File: src/rtl/alux_sequencer.sv
// Initiator-side sequencer for the ALUX start/done handshake: reads two operands from reg_bank,
// launches ALUX, waits for done (with timeout), optionally writes back, then returns a response.
module alux_sequencer #(
    parameter int unsigned DATA_W  = 64,
    parameter int unsigned RD_LAT  = 1,
    parameter int unsigned TIMEOUT = 255
) (
    input  logic              clock,
    input  logic              reset,
    // Command channel
    input  logic              cmd_valid,
    output logic              cmd_ready,
    input  logic [3:0]        cmd_opr,
    input  logic [3:0]        cmd_srcA,
    input  logic [3:0]        cmd_srcB,
    input  logic [3:0]        cmd_dst,
    input  logic              cmd_wb,
    // reg_bank read side
    output logic [3:0]        seloutA,
    output logic [3:0]        seloutB,
    output logic              enrregA,
    output logic              enrregB,
    output logic              cnstA,
    output logic              cnstB,
    input  logic [DATA_W-1:0] outA,
    input  logic [DATA_W-1:0] outB,
    // reg_bank write side
    output logic              regwen,
    output logic [3:0]        selwreg,
    output logic [1:0]        endwreg,
    output logic [DATA_W-1:0] wdata,
    // ALUX
    output logic [DATA_W-1:0] alu_inA,
    output logic [DATA_W-1:0] alu_inB,
    output logic [3:0]        alu_opr,
    output logic              alu_start,
    input  logic [DATA_W-1:0] alu_out,
    input  logic              alu_done,
    // Response channel
    output logic              rsp_valid,
    input  logic              rsp_ready,
    output logic [DATA_W-1:0] rsp_data,
    output logic              rsp_err
);

    typedef enum logic [2:0] {
        StIdle,
        StRead,
        StStart,
        StWait,
        StWrite,
        StResp
    } state_e;

    localparam logic [2:0]  RdLast  = 3'(RD_LAT - 1);
    localparam logic [15:0] TmoLast = 16'(TIMEOUT - 1);

    state_e              state_q, state_d;
    logic [3:0]          opr_q;
    logic [3:0]          src_a_q;
    logic [3:0]          src_b_q;
    logic [3:0]          dst_q;
    logic                wb_q;
    logic [2:0]          rd_cnt_q;
    logic [15:0]         tmo_cnt_q;
    logic [DATA_W-1:0]   in_a_q;
    logic [DATA_W-1:0]   in_b_q;
    logic [DATA_W-1:0]   rsp_data_q;
    logic                rsp_err_q;

    logic rd_last;
    logic tmo_last;

    assign rd_last  = (rd_cnt_q == RdLast);
    assign tmo_last = (tmo_cnt_q == TmoLast);

    always_comb begin
        state_d = state_q;
        unique case (state_q)
            StIdle:  if (cmd_valid) state_d = StRead;
            StRead:  if (rd_last) state_d = StStart;
            StStart: state_d = StWait;
            StWait: begin
                // done takes priority over a coincident timeout
                if (alu_done) begin
                    state_d = wb_q ? StWrite : StResp;
                end else if (tmo_last) begin
                    state_d = StResp;
                end
            end
            StWrite: state_d = StResp;
            StResp:  if (rsp_ready) state_d = StIdle;
            default: state_d = StIdle;
        endcase
    end

    always_ff @(posedge clock) begin
        if (!reset) begin
            state_q    <= StIdle;
            opr_q      <= '0;
            src_a_q    <= '0;
            src_b_q    <= '0;
            dst_q      <= '0;
            wb_q       <= 1'b0;
            rd_cnt_q   <= '0;
            tmo_cnt_q  <= '0;
            in_a_q     <= '0;
            in_b_q     <= '0;
            rsp_data_q <= '0;
            rsp_err_q  <= 1'b0;
        end else begin
            state_q <= state_d;
            unique case (state_q)
                StIdle: begin
                    if (cmd_valid) begin
                        opr_q    <= cmd_opr;
                        src_a_q  <= cmd_srcA;
                        src_b_q  <= cmd_srcB;
                        dst_q    <= cmd_dst;
                        wb_q     <= cmd_wb;
                        rd_cnt_q <= '0;
                    end
                end
                StRead: begin
                    if (rd_last) begin
                        in_a_q <= outA;
                        in_b_q <= outB;
                    end else begin
                        rd_cnt_q <= rd_cnt_q + 3'd1;
                    end
                end
                StStart: tmo_cnt_q <= '0;
                StWait: begin
                    tmo_cnt_q <= tmo_cnt_q + 16'd1;
                    if (alu_done) begin
                        rsp_data_q <= alu_out;
                        rsp_err_q  <= 1'b0;
                    end else if (tmo_last) begin
                        rsp_data_q <= '0;
                        rsp_err_q  <= 1'b1;
                    end
                end
                default: ;
            endcase
        end
    end

    assign cmd_ready = (state_q == StIdle);

    // Selects hold their last value once READ is over; only the enables drop.
    assign seloutA = src_a_q;
    assign seloutB = src_b_q;
    assign enrregA = (state_q == StRead);
    assign enrregB = (state_q == StRead);
    assign cnstA   = 1'b0;
    assign cnstB   = 1'b0;

    assign regwen  = (state_q == StWrite);
    assign selwreg = (state_q == StWrite) ? dst_q : 4'd0;
    assign endwreg = 2'b00;
    assign wdata   = (state_q == StWrite) ? rsp_data_q : '0;

    assign alu_inA   = in_a_q;
    assign alu_inB   = in_b_q;
    assign alu_opr   = opr_q;
    assign alu_start = (state_q == StStart);

    assign rsp_valid = (state_q == StResp);
    assign rsp_data  = rsp_data_q;
    assign rsp_err   = rsp_err_q;

endmodule

File: config.mk
export PLATFORM = sky130hd
export DESIGN_NAME = alux_sequencer
export DESIGN_NICKNAME = d
export VERILOG_FILES = /design/src/rtl/alux_sequencer.sv
export SDC_FILE = /design/constraint.sdc
export NUM_CORES = 1
export LEC_CHECK = 0
export BUFFER_PORTS_ARGS = -buffer_cell sky130_fd_sc_hd__buf_2
export CAP_MARGIN = 20
export CORE_AREA = 10 10 184 186
export CTS_BUF_LIST = sky130_fd_sc_hd__clkbuf_16
export DETAILED_ROUTE_END_ITERATION = 6
export DIE_AREA = 0 0 194 196
export SLEW_MARGIN = 15
export SYNTH_ARGS = -nofsm -noshare
export SYNTH_HDL_FRONTEND = slang
export SYNTH_SLANG_ARGS = --single-unit
File: constraint.sdc
create_clock -name clock -period 4.5 [get_ports clock]
set_input_delay 0.675 -clock clock [delete_from_list [all_inputs] [get_ports clock]]
set_output_delay 0.675 -clock clock [all_outputs]
set_load 0.02 [all_outputs]
==> impl_metrics.sql <==
INSERT INTO impl_metrics (metric_group, metric, value, unit) VALUES
('yosys', 'synth_top_area_share', '46.9', '%'),
('timing', 'period_minus_slack', '3.06', 'ns'),
('detailed_routing', 'detailroute.via_count', '9821', ''),
('floorplan', 'die_h', '196', 'um'),
('detailed_routing', 'detail_route.iter0.violations', '417', ''),
('detailed_routing', 'detailedRoute.firstPassIterationCount', '7', ''),
('timing', 'hold_ws', '0.368', 'ns'),
('cells_and_area', 'layout-drive-gt1-share', '32.6', '%'),
('floorplan', 'fp.coreArea', '30300', 'um^2'),
('critical_path', 'crit_path_start_kind', 'flip-flop', ''),
('cts', 'postCtsSetupBuffers', '0', ''),
('detailed_routing', 'remaining_drc_errors', '2', ''),
('placement', 'placement.cell_area', '12500', 'um^2'),
('grt', 'wire_length_of_the_first_global_routing_pass', '56.4', 'mm'),
('timing', 'report.final.slew_viol_count', '0', ''),
('yosys', 'dominantRegCellSynth', 'dfxtp_1', ''),
('timing', 'timing.final.setup_violations', '0', ''),
('grt', 'number_of_antenna_violations_at_the_first_check_in_global_routing', '8', ''),
('yosys', 'synth_cells', '1230', ''),
('grt', 'globalRoute.totalOverflow', '0', ''),
('status', 'violations_in_the_final_reports', 'DRC', ''),
('min_path', 'min_from', 'outA[39]', ''),
('yosys', 'synth_edf_count', '0', ''),
('floorplan', 'initial_utilization', '32.7', '%'),
('timing', 'fin_crit_sh', '68.0', '%'),
('cells_and_area', 'fin_area', '13300', 'um^2'),
('run', 'maxCapViolations', '0', ''),
('critical_path', 'critPathMaxFanout', '20', ''),
('critical_path', 'worst_r2r_startpoint', 'state_q[0]$_SDFFE_PN0P_', ''),
('critical_path', 'worst_ep_arrival_time', '2.38', 'ns'),
('yosys', 'yosys_warnings', '0', ''),
('critical_path', 'timing.critical_path.to_type', 'primary output', ''),
('power', 'powerDensity', '446', 'nW/um^2'),
('timing', 'setup_total_negative_slack', '0', 'ns'),
('yosys', 'yosys-top-cells-count', '305 x nand2_1, 232 x dfxtp_1, 131 x a21boi_1, 76 x nor2_1, 72 x and2_1', ''),
('cts', 'clockRootBuffer', 'clkbuf_16', ''),
('min_path', 'hold_path_class', 'primary input to flip-flop', ''),
('detailed_routing', 'drt_total_wl', '37.4', 'mm'),
('cts', 'clock_insertion_delay_worst_skew', '0.54', 'ns'),
('detailed_routing', 'routed_wire_length_per_instance', '18.0', 'um'),
('placement', 'io_buffer_count', '492', ''),
('grt', 'maximum_number_of_pins_on_one_net_before_global_route_repair', '145', ''),
('yosys', 'synthTopCellsByArea', 'dfxtp_1 47%, nand2_1 12%, a21boi_1 9.9%, and2_1 4.5%, and3_1 4.2%', ''),
('cts', 'tritoncts', 'done', ''),
('cells_and_area', 'postLayoutCoreUtil', '44.0', '%'),
('cts', 'cts_inserted_buffers', '27', ''),
('cells_and_area', 'num-nets-final', '1877', ''),
('cts', 'cts_max_level', '1', ''),
('cts', 'cts.sinks', '232', ''),
('floorplan', 'core.rowCount', '64', ''),
('critical_path', 'worstSetupPathType', 'flip-flop to primary output', ''),
('cts', 'cts_max_path_buffers', '3', ''),
('grt', 'first_global_vias', '9532', ''),
('timing', 'worst_slew_margin_rel', '29.7', '%'),
('floorplan', 'die_w', '194', 'um'),
('cts', 'clk_transition_reported_paths', '0.06', 'ns'),
('cells_and_area', 'area_delta_synth_final', '34.5', '%'),
('yosys', 'netlist.top_cell.by_area', 'dfxtp_1', ''),
('timing', 'fin_worst_skew', '0.0237', 'ns'),
('yosys', 'number_of_distinct_library_cells_after_synthesis', '48', ''),
('power', 'peak_supply_drop', '0.249', 'mV'),
('yosys', 'yosysSeqAreaShare', '46.9', '%'),
('floorplan', 'ioPinCount', '497', ''),
('yosys', 'synth.ff_latch_count', '232', ''),
('placement', 'hpwlAfterDp', '27.7', 'mm'),
('yosys', 'yosys.cell_count.top_type', 'nand2_1', ''),
('detailed_routing', 'via_per_inst', '4.73', ''),
('timing', 'report.final.hold_viol_count', '0', ''),
('status', 'run_status', 'finished with violations', ''),
('timing', 'worst_slew_pin_slew', '1.06', 'ns'),
('critical_path', 'worstPathRequired', '3.83', 'ns');
[placed cells by master, fill, tap and decap left out, types with 7 or more instances in the layout]
cell and count:
dfxtp_1 232, nand3_1 9, buf_4 7, and2_1 72
nor2_1 75, and3_1 66, nand2_1 305, clkbuf_16 27
a21oi_1 71, inv_1 13, buf_2 491, a21boi_1 131
a21boi_0 16, o21ai_1 63, nand4_1 9
[registers in the layout, indices dropped and copies added, names as in the netlist]
| signal | flops |
|---|---|
| seloutB | 4 |
| rsp_data | 64 |
| rsp_err | 1 |
| alu_inB | 64 |
| tmo_cnt_q | 16 |
| dst_q | 4 |
| alu_inA | 64 |
| alu_opr | 4 |
| wb_q | 1 |
| state_q | 3 |
| rd_cnt_q | 3 |
| seloutA | 4 |
[routing by layer]
metal / vias to the layer above / routed length, um / track usage [%]
met3: 38 / 3100 / 6.24
met1: 4473 / 15500 / 21.8
met4: 4 / 468 / 3.90
li1: 4953 / - / -
met2: 353 / 18300 / 30.7
met5: - / 25 / 0
[kinds of logic after synthesis]
kind of cell	count (synthesis)	share of synthesized area (%)
AO/OA/AOI/OAI	302	19.5
buffers and inverters	112	5.43
other	1	0.0378
flip-flops	232	46.9
multiplexers	5	0.505
adder cells (fa/ha/maj)	4	0.505
XOR/XNOR	2	0.177
AND/OR/NAND/NOR	572	27.0
[area by class of cell]
cell class                      instances  area, um^2
Tap cell                              396         495
Timing Repair Buffer                  502        2590
Sequential cell                       232        4640
Inverter                                7        26.3
Clock buffer                           27         676
Multi-Input combinational cell        889        4770
Fill cell                            3121       16900
Clock inverter                         17         113
Antenna cell                            6        15.0
[worst paths after layout]
path / end / slack [ns] / depth (start not counted)
max: enrregA / 1.44 / 3
min: alu_inA[39]$_SDFFE_PN0P_ / 0.37 / 3
max reg2reg: rsp_data[8]$_SDFFE_PN0P_ / 1.82 / 5
min reg2reg: alu_inB[63]$_SDFFE_PN0P_ / 0.45 / 2
[power by group]
part / switching [mW] / total [mW] / leakage, nW / internal, mW
clock: 0.856 / 1.99 / 0.404 / 1.14
sequential: 0.142 / 2.43 / 1.89 / 2.29
combinational: 1.03 / 1.51 / 4.38 / 0.484
[critical path, cell delays in order, from the launching register on]
cell	delay [ns]
dfxtp_1	0.87
inv_1	0.26
nor3_1	0.45
buf_2	0.27
[metrics by stage]
stage,cells,power [mW],worst slack [ns]
after CTS,2069,6.03,1.20
after floorplan,1233,3.48,2.42
after global routing,2075,6.27,1.17
after detailed placement,2025,4.02,1.78
final,2076,5.94,1.44
after global placement,2025,3.99,1.88
Note: power is estimated with default switching activity, not from simulation.
